### config.mk
export PLATFORM = sky130hd
export DESIGN_NAME = aurora_os_serializer
export DESIGN_NICKNAME = d
export VERILOG_FILES = /design/src/rtl/aurora_pkg.sv /design/src/rtl/aurora_idle_lfsr.sv /design/src/rtl/aurora_os_serializer.sv
export SDC_FILE = /design/constraint.sdc
export NUM_CORES = 1
export LEC_CHECK = 0
export ABC_AREA = 1
export ABC_CLOCK_PERIOD_IN_PS = 2100
export BUFFER_PORTS_ARGS = -buffer_cell sky130_fd_sc_hd__buf_2
export CAP_MARGIN = 25
export CELL_PAD_IN_SITES_DETAIL_PLACEMENT = 1
export CELL_PAD_IN_SITES_GLOBAL_PLACEMENT = 2
export CORE_MARGIN = 4
export CORE_UTILIZATION = 33
export DETAILED_ROUTE_END_ITERATION = 10
export PLACE_DENSITY_LB_ADDON = 0.3
export SETUP_SLACK_MARGIN = 0.4
export SLEW_MARGIN = 20
export SYNTH_ARGS = -nofsm -noshare
export SYNTH_HDL_FRONTEND = slang
export SYNTH_SLANG_ARGS = --single-unit
export TNS_END_PERCENT = 10
### constraint.sdc
create_clock -name clk -period 2.1 [get_ports clk]
set_input_delay 0.315 -clock clk [delete_from_list [all_inputs] [get_ports clk]]
set_output_delay 0.315 -clock clk [all_outputs]
set_load 0.02 [all_outputs]
### src/rtl/aurora_pkg.sv
// Shared types, character constants and ordered-set lookup helpers for the
// Aurora 8b/10b ordered-set path.
package aurora_pkg;

    localparam int unsigned IDLE_LFSR_W = 7;

    // Idle K-characters.
    localparam logic [7:0] K28_5 = 8'hBC;
    localparam logic [7:0] K28_0 = 8'h1C;
    localparam logic [7:0] K28_3 = 8'h7C;

    // Other characters used by ordered sets.
    localparam logic [7:0] K28_2 = 8'h5C;
    localparam logic [7:0] K27_7 = 8'hFB;
    localparam logic [7:0] K29_7 = 8'hFD;
    localparam logic [7:0] K30_7 = 8'hFE;
    localparam logic [7:0] K23_7 = 8'hF7;
    localparam logic [7:0] K28_4 = 8'h9C;
    localparam logic [7:0] K28_6 = 8'hDC;
    localparam logic [7:0] D10_2 = 8'h4A;
    localparam logic [7:0] D12_1 = 8'h2C;
    localparam logic [7:0] D8_7  = 8'hE8;

    typedef enum logic [3:0] {
        OS_NONE  = 4'd0,
        OS_SP    = 4'd1,
        OS_SPA   = 4'd2,
        OS_VER   = 4'd3,
        OS_I     = 4'd4,
        OS_SCP   = 4'd5,
        OS_ECP   = 4'd6,
        OS_CC    = 4'd7,
        OS_P_SUF = 4'd8,
        OS_K     = 4'd9,
        OS_R     = 4'd10,
        OS_A     = 4'd11,
        OS_SNF   = 4'd12
    } ordered_sets_e;

    typedef enum logic {
        S_IDLE = 1'b0,
        S_EMIT = 1'b1
    } os_state_e;

    // Number of bytes in an ordered set; 0 means nothing is emitted.
    function automatic logic [2:0] os_len(input ordered_sets_e os);
        case (os)
            OS_SP, OS_SPA, OS_VER, OS_I:                 os_len = 3'd4;
            OS_SCP, OS_ECP, OS_CC:                       os_len = 3'd2;
            OS_P_SUF, OS_K, OS_R, OS_A, OS_SNF:          os_len = 3'd1;
            default:                                     os_len = 3'd0;
        endcase
    endfunction

    // Per-byte K flag, bit n belongs to byte n.
    function automatic logic [3:0] os_kmask(input ordered_sets_e os);
        case (os)
            OS_SP, OS_SPA, OS_VER:                       os_kmask = 4'b0001;
            OS_I:                                        os_kmask = 4'b1111;
            OS_SCP, OS_ECP, OS_CC:                       os_kmask = 4'b0011;
            OS_P_SUF, OS_K, OS_R, OS_A, OS_SNF:          os_kmask = 4'b0001;
            default:                                     os_kmask = 4'b0000;
        endcase
    endfunction

    // Character bytes, byte 0 in bits 7:0. Idle bytes come from the LFSR
    // instead, so I has no fixed pattern here.
    function automatic logic [31:0] os_bytes(input ordered_sets_e os);
        case (os)
            OS_SP:    os_bytes = {D10_2, D10_2, D10_2, K28_5};
            OS_SPA:   os_bytes = {D12_1, D12_1, D12_1, K28_5};
            OS_VER:   os_bytes = {D8_7,  D8_7,  D8_7,  K28_5};
            OS_SCP:   os_bytes = {16'h0000, K27_7, K28_2};
            OS_ECP:   os_bytes = {16'h0000, K30_7, K29_7};
            OS_CC:    os_bytes = {16'h0000, K23_7, K23_7};
            OS_P_SUF: os_bytes = {24'h000000, K28_4};
            OS_K:     os_bytes = {24'h000000, K28_5};
            OS_R:     os_bytes = {24'h000000, K28_0};
            OS_A:     os_bytes = {24'h000000, K28_3};
            OS_SNF:   os_bytes = {24'h000000, K28_6};
            default:  os_bytes = '0;
        endcase
    endfunction

    // Idle character selected by the two LSBs of the idle LFSR.
    function automatic logic [7:0] idle_char(input logic [1:0] sel);
        case (sel)
            2'b10:   idle_char = K28_0;
            2'b11:   idle_char = K28_3;
            default: idle_char = K28_5;
        endcase
    endfunction

endpackage

### src/rtl/aurora_idle_lfsr.sv
// 7-bit idle-sequence LFSR; steps once per transferred idle byte.
module aurora_idle_lfsr
    import aurora_pkg::*;
(
    input  logic                   clk,
    input  logic                   rst,
    input  logic                   advance,
    input  logic [IDLE_LFSR_W-1:0] seed,
    output logic [IDLE_LFSR_W-1:0] lfsr
);

    logic fb;

    assign fb = lfsr[IDLE_LFSR_W-1] ^ lfsr[IDLE_LFSR_W-2];

    // Load the seed on reset, otherwise shift left with feedback into bit 0.
    always_ff @(posedge clk) begin
        if (rst) begin
            lfsr <= seed;
        end else if (advance) begin
            lfsr <= {lfsr[IDLE_LFSR_W-2:0], fb};
        end
    end

endmodule

### src/rtl/aurora_os_serializer.sv
// Ordered-set serializer: accepts one ordered-set request and streams its
// character bytes, LSB first, to the 8b/10b encoder with valid/ready.
module aurora_os_serializer
    import aurora_pkg::*;
#(
    parameter logic [IDLE_LFSR_W-1:0] LFSR_SEED = 7'h01
) (
    input  logic          clk,
    input  logic          rst,
    input  logic          req_valid,
    input  ordered_sets_e req_os,
    output logic          req_ready,
    output logic [7:0]    tx_data,
    output logic          tx_is_k,
    output logic          tx_valid,
    input  logic          tx_ready,
    output logic          tx_last
);

    os_state_e              state;
    os_state_e              state_d;
    logic [31:0]            hold;
    logic [3:0]             kmask;
    logic [2:0]             len;
    logic [1:0]             cnt;
    logic                   is_idle;
    logic [IDLE_LFSR_W-1:0] lfsr;
    logic [2:0]             req_len;
    logic                   accept;
    logic                   xfer;
    logic                   xfer_last;
    logic [7:0]             cur_byte;

    assign req_len   = os_len(req_os);
    assign xfer      = tx_valid && tx_ready;
    assign xfer_last = xfer && tx_last;
    // Ready on the last-byte cycle too, so the next set follows with no bubble.
    assign req_ready = !rst && ((state == S_IDLE) || xfer_last);
    assign accept    = req_valid && req_ready;
    // tx_valid is a decode of the state register, so it is registered.
    assign tx_valid  = (state == S_EMIT);

    aurora_idle_lfsr u_lfsr (
        .clk     (clk),
        .rst     (rst),
        .advance (xfer && is_idle),
        .seed    (LFSR_SEED),
        .lfsr    (lfsr)
    );

    // State register.
    always_ff @(posedge clk) begin
        if (rst) begin
            state <= S_IDLE;
        end else begin
            state <= state_d;
        end
    end

    // Next-state: emit while a non-empty set is loaded.
    always_comb begin
        state_d = state;
        case (state)
            S_IDLE: begin
                if (accept && (req_len != 3'd0)) begin
                    state_d = S_EMIT;
                end
            end
            S_EMIT: begin
                if (xfer_last) begin
                    state_d = (accept && (req_len != 3'd0)) ? S_EMIT : S_IDLE;
                end
            end
            default: state_d = S_IDLE;
        endcase
    end

    // Latch the set on acceptance, then step the byte counter per transfer.
    always_ff @(posedge clk) begin
        if (rst) begin
            hold    <= '0;
            kmask   <= '0;
            len     <= '0;
            cnt     <= '0;
            is_idle <= 1'b0;
        end else if (accept && (req_len != 3'd0)) begin
            hold    <= os_bytes(req_os);
            kmask   <= os_kmask(req_os);
            len     <= req_len;
            cnt     <= '0;
            is_idle <= (req_os == OS_I);
        end else if (xfer && !tx_last) begin
            cnt <= cnt + 2'd1;
        end
    end

    // Present the current byte; idle bytes track the LFSR, which only moves
    // on a transfer, so outputs hold still while the encoder stalls.
    always_comb begin
        tx_data = '0;
        tx_is_k = 1'b0;
        tx_last = 1'b0;
        case (cnt)
            2'd0:    cur_byte = hold[7:0];
            2'd1:    cur_byte = hold[15:8];
            2'd2:    cur_byte = hold[23:16];
            default: cur_byte = hold[31:24];
        endcase
        if (tx_valid) begin
            tx_data = is_idle ? idle_char(lfsr[1:0]) : cur_byte;
            tx_is_k = kmask[cnt];
            tx_last = ({1'b0, cnt} == (len - 3'd1));
        end
    end

endmodule

==> impl_metrics.toml <==
[setup_path]
critPathTopFamily = "flip-flops"
crit_buf_inv = 3
cp_data_required_time_ps = 1780
r2r_slack_ps = 200
worstReg2RegStart = "hold[12]"
rr_endpoint = "kmask[1]"
slowest_delay_ps = 370
cp_max_fo = 5
crit_type = "flip-flop to output pin"
startpoint_type = "flip-flop"
critPathCaptureType = "output pin"
slowest_stage = "dfxtp_4"
rr_worst_depth = 13
crit_chain = "inv_2 > ha_4 > inv_2 > o21ai_0 > nand3_1 > nand3_1 > buf_2"
cp_data_arrival_time_ps = 1630

[clock_network]
clock-sinks = 37
clkSlewWorstSetupHoldPaths_ps = 80
cts_buffer_depth = 2
cts_made_buffers = 5
root_buffer = "clkbuf_8"
htree_levels = 2
insertion_delay_ps = 280
cts_tree = "built"

[detailed_routing]
ant_nets = 0
wl_per_cell_um = 15.3
drt_pass1_iterations = 4
num_vias = 2046
drt_iter0_markers = 67
drc = 0
wl_um = 6350
via_per_inst = 4.92

[yosys]
synth_top_area_cell = "dfxtp_1"
synthArstFlopShare = 0
synthCells = 303
ys_ff_latch = 37
synth_edf_count = 0
ys_warn_count = 0
seq_area_frac_synth = 0.356
synthesis.nets = 325
synth_commonest_cells = "nand2_1, dfxtp_1, nand3_1"
synth_cell_types = 29
yosys_most_used_dff = "dfxtp_1"
post-synth-top-count-cell = "nand2_1"
synth_top_area_frac = 0.356
synthTopCellsByArea = "dfxtp_1, nand2_1, ha_1"
syn-cell-area_mm2 = 0.00208
avgSynthCellArea_um2 = 6.87

[floorplanning]
row_count = 28
num_io_pins = 20
core_mm2 = 0.00603
die-area_mm2 = 0.00764
initial_core_util = 0.346
die_h_um = 87.4
die_w_um = 87.4

[power]
p_leak_nw = 1.26
p_per_area_mw_per_mm2 = 619
ir_worst_vdd_mv = 0.324

[global_route]
grtUsageTotal = 0.170
grt_pass1_wl_um = 10200
antenna_found_initial = 0
grt_overflow = 0
first_global_vias = 2043
grt_max_degree = 41

[sta]
period_share = 0.927
finalHoldViolCount = 0
rsz0062_at_grt = "yes"
tightest_slew_ps = 465
fmax_mhz = 513
report.final.slew_viol_count = 0
clock_skew_ps = 3.45
slew_headroom = 0.689
setup_tns_ps = 0
layout_min_cycle_time_ps = 1950
setup_viol = 0

[placed_design]
dpl.hpwl_um = 4430
gp_congestion = 0.746
placedCellCount = 392
portBuffers = 19

[worst_hold_path]
hold_start = "req_valid"
whs_endpoint = "tx_valid"
min_path_type = "primary input to flip-flop"
min_path_cells = 3

[run_status]
status = "finished, final reports clean"

[job]
cap_violations = 0

[cells_and_area]
nNetsFinal = 362
area_delta_synth_final_pct = 32.2
instances_no_fill = 416
antennaDiodeCount = 0
drive_gt1_frac = 0.270
## through the flow
step | area (um2) | utilization | worst slack [ps] | hold WS, ps | power (mW)
6_report | 2750 | 0.457 | 152 | 350 | 1.70
2_1_floorplan | 2120 | - | 388 | 418 | 0.927
4_1_cts | 2590 | 0.429 | 151 | 339 | 1.68
3_3_place_gp | 2310 | 0.384 | 163 | 453 | 1.00
3_5_place_dp | 2310 | 0.384 | 132 | 456 | 1.00
5_1_grt | 2750 | 0.457 | 47.0 | 339 | 1.79
## worst reg2reg max path, cell delays in order (launching register included)
cell and delay [ps]:
dfxtp_2 330, inv_1 60, ha_4 270, inv_2 30, nand2_1 50, nand2_1 50
nor2_2 110, nand3_2 130, buf_6 150, nand2_8 60, nand3_4 180, clkbuf_16 240
nand3_1 70, o21ai_1 70
## sequential cells by signal, indices dropped and copies added, names as in the netlist
name and flops:
hold 21, u_lfsr.lfsr 7, kmask 3, cnt 2, len 2, is_idle 1
tx_valid 1
## layer usage
metal | up-vias | global-route usage | share of wire
li1 | 1064 | - | -
met1 | 953 | 0.239 | 0.50
met2 | 27 | 0.272 | 0.46
met3 | 2 | 0.0284 | 0.027
met4 | 0 | 0.0377 | 0.0065
met5 | - | 0 | 0
## logic make-up (layout without fill, tap and decap cells)
family          after synthesis  count (layout)  share of synthesized area
flops                        37              37                      0.356
compound gates               49              49                      0.130
buf+inv                      46              84                     0.0931
xor+xnor                      1               1                    0.00421
simple gates                156             156                      0.333
fa+ha+maj                    14              14                     0.0841
## cell usage in the layout (no fill, tap or decap), types with 6 or more instances in the layout
master	instances
dfxtp_1	33
nor2_2	6
buf_6	7
buf_4	17
nand2_1	77
nand4_1	8
ha_1	8
a21oi_1	20
nand3_1	33
inv_1	19
o21ai_1	10
clkbuf_8	6
nor2_1	23
o21ai_0	9
buf_2	16
inv_2	11
## power by group
| part | internal (mW) | leakage (nW) | switching [mW] |
|---|---|---|---|
| Clock | 0.386 | 0.0574 | 0.264 |
| Sequential | 0.723 | 0.302 | 0.0174 |
| Combinational | 0.128 | 0.904 | 0.185 |
## how the worst max path moves through the flow
stage	startpoint	endpoint	slack, ps	depth (start not counted)
2_1_floorplan	cnt[0]	tx_data[5]	390	6
3_3_place_gp	req_os[1]	len[2]	160	13
3_5_place_dp	req_os[1]	len[2]	130	13
4_1_cts	len[0]	req_ready	150	9
5_1_grt	cnt[1]	tx_data[6]	50	7
6_report	cnt[1]	tx_data[6]	150	7
## area by class of cell
| type | count | area (um2) |
|---|---|---|
| Sequential cell | 37 | 751 |
| Multi-Input combinational cell | 220 | 1280 |
| Inverter | 32 | 125 |
| Timing Repair Buffer | 44 | 382 |
| Fill cell | 773 | 3270 |
| Tap cell | 75 | 93.8 |
| Clock inverter | 2 | 37.5 |
| Clock buffer | 6 | 82.6 |
## what timing repair did
item / CTS / global route
hold buffers: 0 / 0
buffers inserted: 8 / 3
gates resized for setup: 25 / 12
gates cloned: 0 / 5
endpoints found under the setup margin: 39 / 39
pin swaps: 8 / 8
(Power assumes the default switching activity.)
